==> src/rtl/seg_pkg.sv <==
// Shared definitions for the seven-segment scan scheduler.
//   state_e    : scan FSM encoding
//   SEG_BLANK  : all segments off (active-low)
//   SEG_DASH   : only segment g lit, used when the latched source is not valid
//   HEX7_TABLE : active-low {g,f,e,d,c,b,a} glyphs for hex digits 0..F
package seg_pkg;

  typedef enum logic [1:0] {
    S_LATCH = 2'd0,
    S_SCAN  = 2'd1,
    S_BLANK = 2'd2
  } state_e;

  localparam logic [7:0] SEG_BLANK = 8'hFF;
  localparam logic [7:0] SEG_DASH  = 8'hBF;

  localparam logic [6:0] HEX7_TABLE [16] = '{
    7'h40, 7'h79, 7'h24, 7'h30, 7'h19, 7'h12, 7'h02, 7'h78,
    7'h00, 7'h10, 7'h08, 7'h03, 7'h46, 7'h21, 7'h06, 7'h0E
  };

endpackage

==> src/rtl/hex7seg_decoder.sv <==
// Combinational hex-to-seven-segment decoder.
//   nibble_i : 4-bit hex value
//   seg_o    : active-low segment pattern {g,f,e,d,c,b,a}
module hex7seg_decoder
  import seg_pkg::*;
(
  input  logic [3:0] nibble_i,
  output logic [6:0] seg_o
);

  assign seg_o = HEX7_TABLE[nibble_i];

endmodule

==> src/rtl/seg_scan_scheduler.sv <==
// Scans one of NUM_SRC 32-bit debug words onto an 8-digit multiplexed
// seven-segment display. The selected word is captured once per frame so a
// frame never mixes two values.
//   clk_i            : system clock, rising edge
//   rst_ni           : asynchronous active-low reset
//   display_switch_i : source select, sampled in S_LATCH only
//   src_data_i       : source i at bits [32*i+31:32*i]
//   src_valid_i      : per-source valid flags
//   seg_an_o         : anode enables, active-low, bit0 = rightmost digit
//   seg_o            : segments, active-low {dp,g,f,e,d,c,b,a}
//   frame_done_o     : one-cycle pulse at the end of each frame
//
// state   | meaning
// S_LATCH | capture selected source into shadow, display blank
// S_SCAN  | drive digit 0..7, SCAN_DIV cycles each
// S_BLANK | display blank, signal frame_done
module seg_scan_scheduler
  import seg_pkg::*;
#(
  parameter int NUM_SRC    = 8,
  parameter int SCAN_DIV   = 100000,
  parameter bit LEAD_BLANK = 1'b0
) (
  input  logic                  clk_i,
  input  logic                  rst_ni,
  input  logic [2:0]            display_switch_i,
  input  logic [NUM_SRC*32-1:0] src_data_i,
  input  logic [NUM_SRC-1:0]    src_valid_i,
  output logic [7:0]            seg_an_o,
  output logic [7:0]            seg_o,
  output logic                  frame_done_o
);

  localparam int                PRESC_W    = $clog2(SCAN_DIV);
  localparam logic [PRESC_W-1:0] PRESC_LAST = PRESC_W'(SCAN_DIV - 1);

  state_e               state_q, state_d;
  logic [PRESC_W-1:0]   presc_q;
  logic [2:0]           digit_q;
  logic [31:0]          shadow_q;
  logic                 shadow_ok_q;

  logic [31:0]          sel_data;
  logic                 sel_ok;
  logic                 presc_tc;
  logic [31:0]          upper;
  logic                 lead_zero;
  logic [6:0]           hex_seg;

  logic [7:0]           seg_an_d, seg_d;
  logic                 frame_done_d;

  // Out-of-range selects leave sel_ok low, which shows dashes.
  always_comb begin
    sel_data = '0;
    sel_ok   = 1'b0;
    for (int i = 0; i < NUM_SRC; i++) begin
      if (display_switch_i == 3'(i)) begin
        sel_data = src_data_i[32*i +: 32];
        sel_ok   = src_valid_i[i];
      end
    end
  end

  assign presc_tc = (presc_q == PRESC_LAST);

  // Shadow shifted down to the current digit: low nibble is the digit value,
  // all-zero means this and every more significant nibble are zero.
  assign upper     = shadow_q >> {digit_q, 2'b00};
  assign lead_zero = (upper == 32'd0);

  hex7seg_decoder u_hex7 (
    .nibble_i (upper[3:0]),
    .seg_o    (hex_seg)
  );

  // State register
  always_ff @(posedge clk_i or negedge rst_ni) begin
    if (!rst_ni) state_q <= S_LATCH;
    else         state_q <= state_d;
  end

  // Next-state logic
  always_comb begin
    state_d = state_q;
    unique case (state_q)
      S_LATCH: state_d = S_SCAN;
      S_SCAN:  if (presc_tc && digit_q == 3'd7) state_d = S_BLANK;
      S_BLANK: state_d = S_LATCH;
      default: state_d = S_LATCH;
    endcase
  end

  // Output logic (registered below, so outputs trail state/digit by one cycle)
  always_comb begin
    seg_an_d     = SEG_BLANK;
    seg_d        = SEG_BLANK;
    frame_done_d = 1'b0;
    unique case (state_q)
      S_SCAN: begin
        seg_an_d = ~(8'b1 << digit_q);
        seg_d    = shadow_ok_q ? {1'b1, hex_seg} : SEG_DASH;
        if (LEAD_BLANK && shadow_ok_q && digit_q != 3'd0 && lead_zero)
          seg_an_d = SEG_BLANK;
      end
      S_BLANK: frame_done_d = 1'b1;
      default: ;
    endcase
  end

  always_ff @(posedge clk_i or negedge rst_ni) begin
    if (!rst_ni) begin
      seg_an_o     <= SEG_BLANK;
      seg_o        <= SEG_BLANK;
      frame_done_o <= 1'b0;
    end else begin
      seg_an_o     <= seg_an_d;
      seg_o        <= seg_d;
      frame_done_o <= frame_done_d;
    end
  end

  // Prescaler, digit counter and shadow register
  always_ff @(posedge clk_i or negedge rst_ni) begin
    if (!rst_ni) begin
      presc_q     <= '0;
      digit_q     <= 3'd0;
      shadow_q    <= 32'd0;
      shadow_ok_q <= 1'b0;
    end else begin
      unique case (state_q)
        S_LATCH: begin
          presc_q     <= '0;
          digit_q     <= 3'd0;
          shadow_q    <= sel_data;
          shadow_ok_q <= sel_ok;
        end
        S_SCAN: begin
          if (presc_tc) begin
            presc_q <= '0;
            if (digit_q != 3'd7) digit_q <= digit_q + 3'd1;
          end else begin
            presc_q <= presc_q + 1'b1;
          end
        end
        default: ;
      endcase
    end
  end

endmodule

==> config.mk <==
export PLATFORM = sky130hd
export DESIGN_NAME = seg_scan_scheduler
export DESIGN_NICKNAME = d
export VERILOG_FILES = /design/src/rtl/seg_pkg.sv /design/src/rtl/hex7seg_decoder.sv /design/src/rtl/seg_scan_scheduler.sv
export SDC_FILE = /design/constraint.sdc
export NUM_CORES = 1
export LEC_CHECK = 0
export CAP_MARGIN = 20
export CORE_MARGIN = 2
export CORE_UTILIZATION = 40
export CTS_CLUSTER_SIZE = 12
export DETAILED_ROUTE_END_ITERATION = 7
export GPL_ROUTABILITY_DRIVEN = 0
export PLACE_DENSITY = 0.82
export REMOVE_ABC_BUFFERS = 1
export SETUP_SLACK_MARGIN = 0.4
export SLEW_MARGIN = 20
export SYNTH_ARGS = -nofsm -noshare
export SYNTH_HDL_FRONTEND = slang
export SYNTH_SLANG_ARGS = --single-unit
==> constraint.sdc <==
create_clock -name clk_i -period 2.8 [get_ports clk_i]
set_input_delay 0.42 -clock clk_i [delete_from_list [all_inputs] [get_ports clk_i]]
set_output_delay 0.42 -clock clk_i [all_outputs]
set_load 0.005 [all_outputs]
## Word level (Yosys, flattened, before mapping)

Memory sizes are Yosys's and may differ from the RTL's.
Cells that the tools add are included.

| word-level totals | value |
|---|---|
| flip-flop bits (word level) | 72 |
| memory bits (read-only) | 112 |
| input bits | 269 |
| output and inout bits | 17 |
| memories kept | 1 |

Memory list:

| memory | words | width | read ports | clocked after memory_dff | write ports | RTL line | RTL |
|---|---|---|---|---|---|---|---|
| (name not given) | 16 | 7 | 1 | 0 | 0 | hex7seg_decoder.sv:11 | `assign seg_o = HEX7_TABLE[nibble_i];` |

| operators by class | value |
|---|---|
| $add $sub $neg | 2 |
| magnitude comparators | 1 |
| eq/ne operators | 15 |
| shifts and indexed selects | 2 |
| mux-type cells | 29 |
| bitwise gates (word level) | 2 |
| reduce and logical (&&, ||, !) cells | 5 |

Operators by type and width:

| kind | count |
|---|---|
| $mux W32 | 8 |
| $pmux W17 S2 | 1 |
| $shr A32 B5 Y4 | 1 |
| $mux W7 | 4 |
| $add A17 B1 Y17 const B | 1 |
| $eq A17 B17 Y1 const B | 1 |
| $mux W17 | 1 |
| $eq A3 B3 Y1 const B | 5 |
| $mux W1 | 9 |
| $mux W8 | 1 |
| $not A8 Y8 | 1 |
| $shl A1 B3 Y8 const A | 1 |
| $eq A3 B2 Y1 const B | 2 |
| $mux W3 | 2 |
| $ne A2 B2 Y1 const B | 3 |
| $pmux W3 S2 | 1 |
| $ge A5 B5 Y1 const B | 1 |
| $not A4 Y5 | 1 |
| $pmux W2 S2 | 1 |
| $add A3 B1 Y3 const B | 1 |
| $eq A3 B1 Y1 const B | 1 |
| $logic_not A3 Y1 | 1 |
| $ne A3 B3 Y1 const B | 1 |
| $reduce_and A3 Y1 | 1 |
| other kinds (6) | 6 |

## Longest topological paths before layout

Gate-level depths: netlist of the first run.

| logic depth | value |
|---|---|
| depth after elaboration | 9 |
| depth in mapped cells | 9 |
| depth with buffers taken out | 7 |

## Cells and area by module

Synthesis of the first run repeated with hierarchy kept, for this count alone.

| second synthesis, totals | value |
|---|---|
| cell total of the unflattened synthesis | 700 |
| area total of the unflattened synthesis | 5821.8 sq um |

Modules (own cells, without submodules):

| module | times used | cells an instance | area each (sq um) | seq. area each (sq um) |
|---|---|---|---|---|
| seg_scan_scheduler | 1 | 665 | 5574.1 | 1795.5 |
| hex7seg_decoder | 1 | 35 | 247.7 | 0.0 |

## Least setup slack after synthesis of the first run

No wires, ideal clock.

| timing path | value |
|---|---|
| path kind | register to register |
| from | register digit_q[0] |
| to | register seg_o[3] |
| library setup time | 0.092 ns |
| data arrival time | 2.236 ns |
| data required time | 2.708 ns |
| path slack | 0.472 ns |
| stages on the path, launching flop included | 10 |
| buffers on the path | 2 |
| path through | dfrtp_1 > buf_6 > buf_12 > mux4_2 > mux2i_1 > inv_1 > ha_1 > mux2_1 > nor2_1 > o21ai_1 |

| on the way | value |
|---|---|
| cells in the longest elaborated chain, start to end | 7 |

RTL lines:

| item | RTL line | RTL |
|---|---|---|
| start, declared | seg_scan_scheduler.sv:39 | `logic [2:0] digit_q;` |
| start signal, assigned | seg_scan_scheduler.sv:141 | `if (digit_q != 3'd7) digit_q <= digit_q + 3'd1;` |
| $shr A32 B5 Y4 | seg_scan_scheduler.sv:69 | `assign upper = shadow_q >> {digit_q, 2'b00};` |
| $not A4 Y5 (not written as such) | hex7seg_decoder.sv:11 |  |
| $mem_v2 Z16 W7 | - |  |
| $mux W7 (not written as such) (2 in series) | hex7seg_decoder.sv:11 |  |
| $mux W7 | seg_scan_scheduler.sv:102 | `seg_d = shadow_ok_q ? {1'b1, hex_seg} : SEG_DASH;` |
| $mux W7 | seg_scan_scheduler.sv:99 | `unique case (state_q)` |
| net seg_d[3] | seg_scan_scheduler.sv:50 | `logic [7:0] seg_an_d, seg_d;` |
| end signal, assigned | seg_scan_scheduler.sv:118 | `seg_o <= seg_d;` |
| end, declared | seg_scan_scheduler.sv:30 | `output logic [7:0] seg_o,` |

The timed path passes the listed nets, and every way through them passes these cells. The select of a mux whose other input is x is not followed.
A chain may end at the register's enable or synchronous reset.

## Worst setup path in the final report of the first run

Ends and elaborated chain as after synthesis.

==> results.sh, run 1 <==
export IMPL_drtIter0Drc=296
export IMPL_cp_slowest_cell="dfrtp_2"
export IMPL_ys_seq_area_frac=0.339
export IMPL_power_density_nw_per_um2=385
export IMPL_p_switching_uw=789
export IMPL_critPathRequiredTime_ps=3050
export IMPL_antenna_left=0
export IMPL_seqPwrFrac=0.349
export IMPL_grt_start_max_net_pins=72
export IMPL_num_rows=42
export IMPL_diodes=0
export IMPL_drc=0
export IMPL_core_um2=13100
export IMPL_pin_count=286
export IMPL_end_kind="flop"
export IMPL_r2r_cells=7
export IMPL_finalNonFillerCells=900
export IMPL_avgViaCountPerCell=5.50
export IMPL_fin_worst_skew_ps=10.8
export IMPL_arrival_ps=2470
export IMPL_postCtsHoldBufs=0
export IMPL_syn_to_final_growth_pct=63.5
export IMPL_avgSynthCellArea_um2=12.0
export IMPL_max_freq_mhz=450
export IMPL_comb_power_share=0.279
export IMPL_nets=1000
export IMPL_drt_pass1_iter_count=5
export IMPL_cap_violations=0
export IMPL_drive_gt1_frac=0.188
export IMPL_slew_limit_headroom=0.351
export IMPL_wire_per_inst_um=19.9
export IMPL_synth_main_ff_cell="dfrtp_1"
export IMPL_slowest_delay_ps=490
export IMPL_r2r_setup_slack_ps=580
export IMPL_final_common_cell="clkdlybuf4s50_1"
export IMPL_worst_pin_slew_ps=974
export IMPL_setup_viol=0
export IMPL_hold_class="input port to asynchronous set/reset pin"
export IMPL_p_leak_uw=0.00352
export IMPL_rsz0062_at_grt="no"
export IMPL_clk_latency_ps=340
export IMPL_die_y_um=119
export IMPL_routed_wl_um=17900
export IMPL_yosys_warnings=0
export IMPL_total_power_uw=3340
export IMPL_grt_pass1_wl_um=27500
export IMPL_period_share=0.794
export IMPL_p_int_uw=2550
export IMPL_first_global_vias=5223
export IMPL_outcome="finished clean"
export IMPL_die_area_um2=14200
export IMPL_power_frac_clock=0.372
export IMPL_gr_usage_all_layers=0.253
export IMPL_synthCells=440
export IMPL_synth_cell_types=53
export IMPL_cts_buffer_depth=2
export IMPL_fin_crit_ps=2220
export IMPL_path_cells="buf_4 -> mux4_2 -> mux2_4 -> ha_1 -> mux2_1 -> nor2_1 -> o21ai_1"
export IMPL_syn_area_um2=5300
export IMPL_numCtsBuffers=9
export IMPL_finalMaxSlewViolations=0
export IMPL_numClockSinks=71
export IMPL_clk_pin_slew_ps=60
export IMPL_peakVddDrop_v=0.000272
export IMPL_synth_seq_cells=71
export IMPL_final_cell_mix="280 x clkdlybuf4s50_1, 72 x mux4_2, 55 x dfrtp_1, 52 x nand2_1, 43 x mux2i_1"
export IMPL_initial_utilization=0.405
export IMPL_swShare=0.236
export IMPL_cts_tree="done"
export IMPL_critical_path_class="flop to flop"
export IMPL_synth_edf_count=0
export IMPL_path_max_fanout=9
export IMPL_portBuffers=284
export IMPL_die_w_um=119
export IMPL_dp_hpwl_um=14700
export IMPL_final_util=0.663
export IMPL_r2r_end="seg_o[3]"
export IMPL_tns_ps=0
export IMPL_gr_total_overflow=0
export IMPL_h_tree_depth=3
export IMPL_vias=4952
export IMPL_fill_cells=977
export IMPL_cts_root_buf="clkbuf_16"
export IMPL_dp_cells=880
export IMPL_final_hold_viol_count=0
export IMPL_path_buf_inv=1
export IMPL_antenna_found_initial=1
export IMPL_async_flop_share=1.00
export IMPL_timing_rr_start="digit_q[0]"
export IMPL_crit_family="multiplexers"
export IMPL_path_depth=7
export IMPL_critPathLaunchType="flop"
## how the worst max path moves through the flow
stage	from	to	slack, ps
after global placement	digit_q[0]	seg_o[3]	470
after CTS	digit_q[0]	seg_o[3]	410
final	digit_q[0]	seg_o[3]	580
after global routing	digit_q[0]	seg_o[3]	430
after detailed placement	digit_q[0]	seg_o[3]	430
after floorplan	digit_q[0]	seg_o[3]	270
## per-stage QoR
stage	hold WS, ps	setup slack [ps]	area (um^2)
finish	206	577	8670
global route	286	428	8670
CTS	243	406	8640
floorplan	124	266	5110
detailed placement	469	428	8310
global placement	465	470	8310
## cells by family after synthesis
group                    Yosys count  synth area share
AO/OA/AOI/OAI                     85            0.0991
XOR/XNOR                           1           0.00165
adder cells (fa/ha/maj)           12            0.0283
buffers and inverters             46            0.0418
flip-flops                        71             0.339
multiplexers                     118             0.394
other                              1          0.000707
AND/OR/NAND/NOR                  106            0.0956
## state kept, by name, indices dropped and copies added (netlist names)
| name | count |
|---|---|
| seg_o | 7 |
| frame_done_o | 1 |
| shadow_ok_q | 1 |
| seg_an_o | 8 |
| shadow_q | 32 |
| presc_q | 17 |
| state_q | 2 |
| digit_q | 3 |
## cell usage after synthesis (7+ instances only)
| cell | instances | area (um^2) |
|---|---|---|
| ha_1 | 12 | 150 |
| nand2b_1 | 7 | 43.8 |
| mux4_2 | 72 | 1620 |
| clkbuf_1 | 18 | 67.6 |
| nand2_1 | 52 | 195 |
| buf_2 | 11 | 55.1 |
| nand3_1 | 9 | 45.0 |
| nor2_1 | 14 | 52.6 |
| dfrtp_1 | 56 | 1400 |
| dfstp_2 | 15 | 394 |
| mux2i_1 | 43 | 430 |
| o21ai_0 | 35 | 175 |
| a31oi_1 | 11 | 68.8 |
| inv_1 | 7 | 26.3 |
| a21oi_1 | 11 | 55.1 |
## worst register-to-register path, cell delays in order, from the launching register on
cell     delay [ps]
dfrtp_2         490
buf_4           160
mux4_2          470
mux2_4          310
ha_1            240
mux2_1          290
nor2_1          100
o21ai_1          80
## power groups by stage
stage          Combinational [uW]  Sequential, uW  Clock, uW
2_1_floorplan                 349            1170          0
3_3_place_gp                  907            1180          0
3_5_place_dp                  936            1180          0
4_1_cts                       941            1160       1240
5_1_grt                      1010            1170       1290
6_report                      933            1170       1240
## repair_timing
item                                   in CTS  in global routing
endpoints found under the hold margin       0                  0
gates resized for setup                     0                  1
setup endpoints to repair                   0                  4
buffers inserted                            0                  4
## metal layers
metal  vias up  global-route usage  wire length, um
li1       2275                   -                -
met1      2427               0.310             6690
met2       210               0.448             9540
met3        38              0.0489             1140
met4         2              0.0856              480
met5         -                   0               13
## final cells by class
| type | count | area [um^2] | area share |
|---|---|---|---|
| Timing Repair Buffer | 305 | 3010 | 0.347 |
| Multi-Input combinational cell | 323 | 3280 | 0.379 |
| Sequential cell | 71 | 1800 | 0.207 |
| Tap cell | 176 | 220 | 0.0254 |
| Clock buffer | 11 | 243 | 0.0280 |
| Clock inverter | 5 | 81.3 | 0.00938 |
| Inverter | 9 | 33.8 | 0.00390 |
Power figures use the tool's default switching activity.
==> inputs of run 2 (changes only) <==
--- a/config.mk
+++ b/config.mk
@@ -7,11 +7,11 @@
 export LEC_CHECK = 0
 export CAP_MARGIN = 20
 export CORE_MARGIN = 2
-export CORE_UTILIZATION = 40
+export CORE_UTILIZATION = 36
 export CTS_CLUSTER_SIZE = 12
 export DETAILED_ROUTE_END_ITERATION = 7
 export GPL_ROUTABILITY_DRIVEN = 0
-export PLACE_DENSITY = 0.82
+export PLACE_DENSITY = 0.78
 export REMOVE_ABC_BUFFERS = 1
 export SETUP_SLACK_MARGIN = 0.4
 export SLEW_MARGIN = 20
==> constraint.sdc (replaced) <==
create_clock -name clk_i -period 2 [get_ports clk_i]
set_input_delay 0.3 -clock clk_i [delete_from_list [all_inputs] [get_ports clk_i]]
set_output_delay 0.3 -clock clk_i [all_outputs]
set_load 0.005 [all_outputs]
==> results.sh, run 2 (synthesized netlist as in run 1, its figures left out) <==
export IMPL_final_setup_worst_slack_ps=-134
export IMPL_worst_pin_slew_ps=860
export IMPL_seqPwrFrac=0.361
export IMPL_largest_reg_flops=32
export IMPL_power_frac_clock=0.321
export IMPL_diodes=0
export IMPL_setup_viol=6
export IMPL_end_kind="flop"
export IMPL_outcome="finished with violations"
export IMPL_max_freq_mhz=469
export IMPL_die_y_um=125
export IMPL_grt_busiest_layer="met2"
export IMPL_fin_crit_ps=2130
export IMPL_vias=5162
export IMPL_period_share=1.07
export IMPL_top_register="shadow_q"
export IMPL_tns_ps=-570
export IMPL_comb_power_share=0.318
export IMPL_critical_path_class="flop to flop"
export IMPL_crit_family="multiplexers"
export IMPL_numCtsBuffers=9
export IMPL_hold_class="input port to asynchronous set/reset pin"
export IMPL_cts_root_buf="clkbuf_16"
export IMPL_drt_pass1_iter_count=4
export IMPL_portBuffers=284
export IMPL_r2r_setup_slack_ps=-130
export IMPL_die_w_um=125
export IMPL_initial_utilization=0.366
export IMPL_fin_worst_skew_ps=7.39
export IMPL_cap_violations=0
export IMPL_grtUsageMet2=0.447
export IMPL_num_rows=44
export IMPL_critPathLaunchType="flop"
export IMPL_path_buf_inv=3
export IMPL_grt_use_met1=0.280
export IMPL_dp_slack_ps=-292
export IMPL_dp_hpwl_um=14300
export IMPL_final_cell_mix="265 x clkdlybuf4s50_1, 73 x mux4_2, 50 x nand2_1, 50 x dfrtp_1"
export IMPL_syn_to_final_growth_pct=75.9
export IMPL_routed_wl_um=19000
export IMPL_finish_instance_area_um2=9320
export IMPL_final_common_cell="clkdlybuf4s50_1"
export IMPL_holdWs_ps=77.8
export IMPL_violations="setup timing"
export IMPL_swShare=0.253
export IMPL_timing_rr_start="digit_q[0]"
export IMPL_dpl_cell_area_um2=8460
export IMPL_drive_gt1_frac=0.289
export IMPL_power_density_nw_per_um2=485
export IMPL_postCtsHoldBufs=0
export IMPL_finalMaxSlewViolations=0
export IMPL_critPathRequiredTime_ps=2230
export IMPL_gr_total_overflow=0
export IMPL_drc=0
export IMPL_arrival_ps=2360
export IMPL_first_global_vias=5615
export IMPL_slew_limit_headroom=0.427
export IMPL_peakVddDrop_v=0.000404
export IMPL_drtIter0Drc=367
export IMPL_nets=1033
export IMPL_grt_start_max_net_pins=72
export IMPL_clk_latency_ps=330
export IMPL_cts_buffer_depth=2
export IMPL_die_area_um2=15700
export IMPL_largestRegisters="shadow_q (32), presc_q (17), seg_an_o (8)"
export IMPL_p_int_uw=3380
export IMPL_gr_usage_all_layers=0.236
export IMPL_fill_cells=1077
export IMPL_antenna_left=0
export IMPL_p_switching_uw=1150
export IMPL_cts_tree="done"
export IMPL_final_hold_viol_count=0
export IMPL_antenna_found_initial=0
export IMPL_wire_per_inst_um=20.2
export IMPL_path_cells="buf_4 -> mux4_2 -> mux2i_4 -> buf_6 -> buf_4 -> ha_4 -> mux2i_2 -> o311ai_2"
export IMPL_rsz0062_at_grt="yes"
export IMPL_setup_worst_path_start="digit_q[0]"
export IMPL_avgViaCountPerCell=5.49
export IMPL_grt_util_met3=0.0372
export IMPL_h_tree_depth=3
export IMPL_core_um2=14500
export IMPL_path_max_fanout=4
export IMPL_slowest_delay_ps=530
export IMPL_p_leak_uw=0.00376
export IMPL_clk_pin_slew_ps=60
export IMPL_grt_pass1_wl_um=29400
export IMPL_cp_common_cell="buf_4"
export IMPL_cp_slowest_cell="mux4_2"
export IMPL_pin_count=286
export IMPL_final_util=0.644
export IMPL_numClockSinks=71
## run 2: changes by cell type in the layout (fill, tap and decap cells not counted), moves of 5 or more
cell	change
ha_4	+8
a21oi_2	+7
mux2i_1	-5
clkdlybuf4s50_1	-15
dlygate4sd2_1	+15
ha_1	-8
dfrtp_1	-5
buf_4	+17
buf_6	+11
a21oi_1	-9
dfrtp_2	+5
## run 2: per-stage QoR
step / power [uW] / std cells
after floorplan: 2120 / 403
after global placement: 2950 / 905
after CTS: 4460 / 931
after global routing: 4720 / 941
final: 4530 / 941
after detailed placement: 2990 / 905
## run 2: repair_timing
item	CTS	global route
endpoints found under the setup margin	75	27
gates cloned	2	1
resized for setup	66	39
pin swaps	17	27
setup buffers	8	9
## run 2: worst paths after layout
kind                                     end  cells after the start
worst max-delay path                seg_o[6]                      8
min in group clk_i              shadow_q[12]                      2
worst min-delay path             presc_q[10]                      1
worst max register to register      seg_o[6]                      8
worst min register to register  shadow_q[12]                      2
max in group asynchronous         digit_q[0]                      1
## run 2: power groups by stage
stage / sequential [uW] / combinational [uW] / clock [uW]
after global placement: 1650 / 1300 / 0
final: 1630 / 1440 / 1450
after CTS: 1630 / 1370 / 1470
after floorplan: 1630 / 489 / 0
after detailed placement: 1650 / 1340 / 0
after global routing: 1640 / 1540 / 1540
## run 2: cell type report
type	instances	area, um^2	share of cell area
flip-flops and latches	71	1800	0.193
well taps	184	230	0.0247
clock buffers	12	246	0.0264
inverters	9	38.8	0.00416
repair buffers	337	3330	0.357
clock inverters	4	22.5	0.00242
multi-input cells	324	3650	0.392
## run 2: layer usage
metal  wire, um  vias up
met4        303        0
met5          0        -
li1           -     2349
met2      10700      212
met1       6990     2573
met3       1070       28
